**config.mk**
```make
export PLATFORM = sky130hd
export DESIGN_NAME = btn_repeat
export DESIGN_NICKNAME = d
export VERILOG_FILES = /design/src/rtl/btn_repeat.sv
export SDC_FILE = /design/constraint.sdc
export NUM_CORES = 1
export LEC_CHECK = 0
export BUFFER_PORTS_ARGS = -buffer_cell sky130_fd_sc_hd__buf_2
export CORE_UTILIZATION = 56
export CTS_CLUSTER_SIZE = 20
export DETAILED_ROUTE_END_ITERATION = 8
export PLACE_DENSITY = 0.75
export SYNTH_ARGS = -nofsm -noshare
export SYNTH_HDL_FRONTEND = slang
export SYNTH_SLANG_ARGS = --single-unit
```
**constraint.sdc**
```tcl
create_clock -name mclk -period 2.15 [get_ports mclk]
set_input_delay 0.215 -clock mclk [delete_from_list [all_inputs] [get_ports mclk]]
set_output_delay 0.215 -clock mclk [all_outputs]
set_load 0.02 [all_outputs]
```
**src/rtl/btn_repeat.sv**
```systemverilog
// btn_repeat: synchronize, debounce and auto-repeat one pushbutton into increment pulses
module btn_repeat #(
    parameter int DB_CYCLES     = 250000,
    parameter int HOLD_CYCLES   = 12500000,
    parameter int REPEAT_CYCLES = 2500000,
    parameter bit ACTIVE_LOW    = 1'b1
) (
    input  logic mclk,
    input  logic rst_n,
    input  logic bt_raw,
    input  logic en,
    output logic level,
    output logic pulse,
    output logic repeating
);
    localparam int T_MAX = (HOLD_CYCLES > REPEAT_CYCLES) ? HOLD_CYCLES : REPEAT_CYCLES;
    localparam int DW = (DB_CYCLES > 1) ? $clog2(DB_CYCLES) : 1;
    localparam int TW = (T_MAX > 1) ? $clog2(T_MAX) : 1;
    localparam logic [DW-1:0] DB_LAST = DW'(DB_CYCLES - 1);
    localparam logic [TW-1:0] HOLD_LAST = TW'(HOLD_CYCLES - 1);
    localparam logic [TW-1:0] REP_LAST = TW'(REPEAT_CYCLES - 1);

    typedef enum logic [1:0] {IDLE, HOLD, REPEAT} state_t;

    state_t state, state_n;
    logic s1, s, level_q, rise, pulse_n;
    logic [DW-1:0] dcnt;
    logic [TW-1:0] tcnt, tcnt_n;

    assign rise = level & ~level_q;

    // two-flop synchronizer on the normalized pin (1 = pressed)
    always_ff @(posedge mclk or negedge rst_n)
        if (!rst_n) {s1, s} <= 2'b00;
        else {s1, s} <= {bt_raw ^ ACTIVE_LOW, s1};

    // accept a level change only after DB_CYCLES consecutive differing samples
    always_ff @(posedge mclk or negedge rst_n)
        if (!rst_n) begin
            level   <= 1'b0;
            level_q <= 1'b0;
            dcnt    <= '0;
        end else begin
            level_q <= level;
            if (s == level) dcnt <= '0;
            else if (dcnt == DB_LAST) begin
                level <= s;
                dcnt  <= '0;
            end else dcnt <= dcnt + 1'b1;
        end

    // FSM state, timer and registered outputs
    always_ff @(posedge mclk or negedge rst_n)
        if (!rst_n) begin
            state     <= IDLE;
            tcnt      <= '0;
            pulse     <= 1'b0;
            repeating <= 1'b0;
        end else begin
            state     <= state_n;
            tcnt      <= tcnt_n;
            pulse     <= pulse_n;
            repeating <= (state_n == REPEAT);
        end

    // next state: release or disable wins over a timer expiry in the same cycle
    always_comb begin
        state_n = state;
        tcnt_n  = tcnt + 1'b1;
        pulse_n = 1'b0;
        case (state)
            IDLE: begin
                tcnt_n = '0;
                if (rise && en) begin
                    pulse_n = 1'b1;
                    state_n = HOLD;
                end
            end
            HOLD, REPEAT: begin
                if (!level || !en) begin
                    state_n = IDLE;
                    tcnt_n  = '0;
                end else if (tcnt == ((state == HOLD) ? HOLD_LAST : REP_LAST)) begin
                    pulse_n = 1'b1;
                    tcnt_n  = '0;
                    state_n = REPEAT;
                end
            end
            default: begin
                state_n = IDLE;
                tcnt_n  = '0;
            end
        endcase
    end
endmodule

```
==> flow_metrics.env <==
export IMPL_drtIter0Drc=102
export IMPL_swShare_pct=20.76
export IMPL_cts_clk_slew_worst_paths_ps=90
export IMPL_finalHoldViolations=0
export IMPL_finalPower_mw=1.643
export IMPL_ys_ff_latch=50
export IMPL_cellPowerDensity_nw_per_um2=563.9
export IMPL_synth_nets=269
export IMPL_clock_sinks=50
export IMPL_fin_crit_sh_pct=95.06
export IMPL_die_area_sq_um=4974
export IMPL_drv_slew=0
export IMPL_ant_nets=0
export IMPL_fillers=337
export IMPL_cp_end_kind="flop"
export IMPL_pre_cts_slack_ps=87.93
export IMPL_synth_main_ff_cell="dfrtp_1"
export IMPL_ys_warn_count=0
export IMPL_cts_buffers=5
export IMPL_postLayoutCoreUtil_pct=65.57
export IMPL_final_cell_mix="50 x dfrtp_1, 23 x nor2_1, 22 x xnor2_1"
export IMPL_seqPwrFrac_pct=57.9
export IMPL_timing_final_ws_setup_ps=106.3
export IMPL_stdcell_count=333
export IMPL_power_switching_uw=341.2
export IMPL_hp_class="input pin to flop"
export IMPL_fin_skew_ps=13.10
export IMPL_grt_util_met3_pct=3.846
export IMPL_dr_pass1_iters=4
export IMPL_cts_root_buf="clkbuf_8"
export IMPL_cp_max_fo=8
export IMPL_use_met2_pct=34.95
export IMPL_fin_area_sq_um=2914
export IMPL_syn_cell_area_sq_um=2630
export IMPL_h_tree_depth=2
export IMPL_pwr_share_comb_pct=2.6
export IMPL_dp_hpwl_microns=3604
export IMPL_grt_overflow_total=0
export IMPL_start_util_pct=59.18
export IMPL_worstSetupStartpointType="flop"
export IMPL_post_cts_buffers=0
export IMPL_synth_edff_count=0
export IMPL_wl_microns=5081
export IMPL_fmax_mhz=489.3
export IMPL_netlist_instances=260
export IMPL_met1_usage_pct=34.72
export IMPL_setup_tns_ps=0
export IMPL_die_x_microns=70.53
export IMPL_clk_latency_ps=300
export IMPL_cp_data_required_time_ps=2360
export IMPL_area_growth_syn_to_layout_pct=10.80
export IMPL_io_buffers=6
export IMPL_grt_setup_unrepaired="false"
export IMPL_synthArstFlopShare_pct=100.0
export IMPL_antenna_found_initial=0
export IMPL_drv_cap=0
export IMPL_status="finished, final reports clean"
export IMPL_p_int_mw=1.302
export IMPL_grt_pass1_vias=1928
export IMPL_fp_dieH_microns=70.53
export IMPL_finish_net_count=289
export IMPL_gp_congestion=0.8202
export IMPL_drc=0
export IMPL_layout_commonest_cell="dfrtp_1"
export IMPL_arrival_ps=2260
export IMPL_dpl_cell_count=324
export IMPL_crit_type="flop to flop"
export IMPL_setup_violations=0
export IMPL_core_area_sq_um=4444
export IMPL_wl_per_cell_microns=15.26
export IMPL_core_rowCount=24
export IMPL_synth_distinct_cells=45
export IMPL_vias=2022
export IMPL_grt_max_degree=21
export IMPL_max_slew_margin_rel_pct=71.14
export IMPL_p_clk_share_pct=39.5
export IMPL_seq_area_frac_synth_pct=47.57
export IMPL_place_area_sq_um=2783
export IMPL_power_leakage_nw=1.106
export IMPL_grt_pass1_wl_microns=8983
export IMPL_cts_tree="yes"
export IMPL_drive_gt1_share_pct=16.01
export IMPL_antenna_cells=0
export IMPL_grtUsageTotal_pct=22.93
export IMPL_finalWorstPathRequiredPeriod_ps=2044
export IMPL_seq_area_sq_um=1251
export IMPL_clockBufferDepth=2
export IMPL_ir_drop_mv=0.2914
export IMPL_worst_slew_pin_slew_ps=428.3
export IMPL_whs_ps=70.75
export IMPL_detail_route_vias_per_cell=6.072
export IMPL_ioPinCount=7
export IMPL_synth_avg_cell_area_sq_um=10.12
export IMPL_top_usage_layer="met2"
export IMPL_multi_input_area_sq_um=1291
==> per-layer routing <==
| metal | part of all wire (%) | vias up |
|---|---|---|
| met5 | 0 | - |
| met4 | 0.33 | 0 |
| met3 | 3.4 | 2 |
| met2 | 45 | 32 |
| met1 | 51 | 988 |
| li1 | - | 1000 |
==> state kept, by name (all words and copies together), names as in the netlist <==
name and flops:
level_q 1, dcnt 18, state 2, tcnt 24, s 1, repeating 1
s1 1, pulse 1, level 1
==> area by class of cell <==
type                            count  share of cell area (%)
Clock buffer                        5                   2.362
Clock inverter                      3                   1.374
Inverter                           11                   1.417
Multi-Input combinational cell    190                   44.31
Sequential cell                    50                   42.94
Tap cell                           52                   2.233
Timing Repair Buffer               22                   5.367
==> cells by family (layout without fill, tap and decap cells) <==
logic type               count (synthesis)  in the layout  synth area share, %
multiplexers                             1              1               0.4281
AO/OA/AOI/OAI                           33             33                10.42
XOR/XNOR                                29             29                9.657
AND/OR/NAND/NOR                        122            122                25.88
buffers and inverters                   20             41                3.663
adder cells (fa/ha/maj)                  5              5                2.379
flip-flops                              50             50                47.57
==> worst paths after layout <==
kind / startpoint / depth (start not counted) / endpoint / slack [ps]
max in group asynchronous: rst_n / 3 / dcnt[3]$_DFF_PN0_ / 1190
min in group asynchronous: rst_n / 2 / tcnt[14]$_DFF_PN0_ / 360
max reg2reg: tcnt[0]$_DFF_PN0_ / 5 / tcnt[22]$_DFF_PN0_ / 110
min reg2reg: s1$_DFF_PN0_ / 0 / s$_DFF_PN0_ / 370
min: bt_raw / 2 / s1$_DFF_PN0_ / 70
max: tcnt[0]$_DFF_PN0_ / 5 / tcnt[22]$_DFF_PN0_ / 110
==> power by group through the flow <==
stage | combinational, mW | clock, mW | sequential [mW]
after global placement | 0.0427 | 0 | 0.970
after CTS | 0.0451 | 0.662 | 0.951
after detailed placement | 0.0435 | 0 | 0.970
after floorplan | 0.0134 | 0 | 0.969
after global routing | 0.0511 | 0.700 | 0.953
final | 0.0432 | 0.649 | 0.951
==> Yosys cell counts, types with 7 or more instances <==
cell type,count,area [sq um]
nand3_1,17,85.08
xor2_1,7,61.31
xnor2_1,22,192.7
or3_1,8,50.05
nand2_1,13,48.80
nor4_1,10,62.56
nand4_1,10,62.56
inv_1,10,37.54
dfrtp_1,50,1251
nor2_1,23,86.33
nor3_1,20,100.1
o31ai_1,7,52.55
==> worst max-delay path: stages, from the launching register on <==
cell and delay (ps):
dfrtp_1 430, ha_1 210, nand3_1 90, or3_1 430, or4_4 560, a211oi_2 250
==> what timing repair did <==
item,4_1_cts,5_1_grt
resized for setup,0,3
setup endpoints to repair,0,19
hold endpoints to repair,15,0
hold buffers,1,0
(Power assumes the default switching activity.)
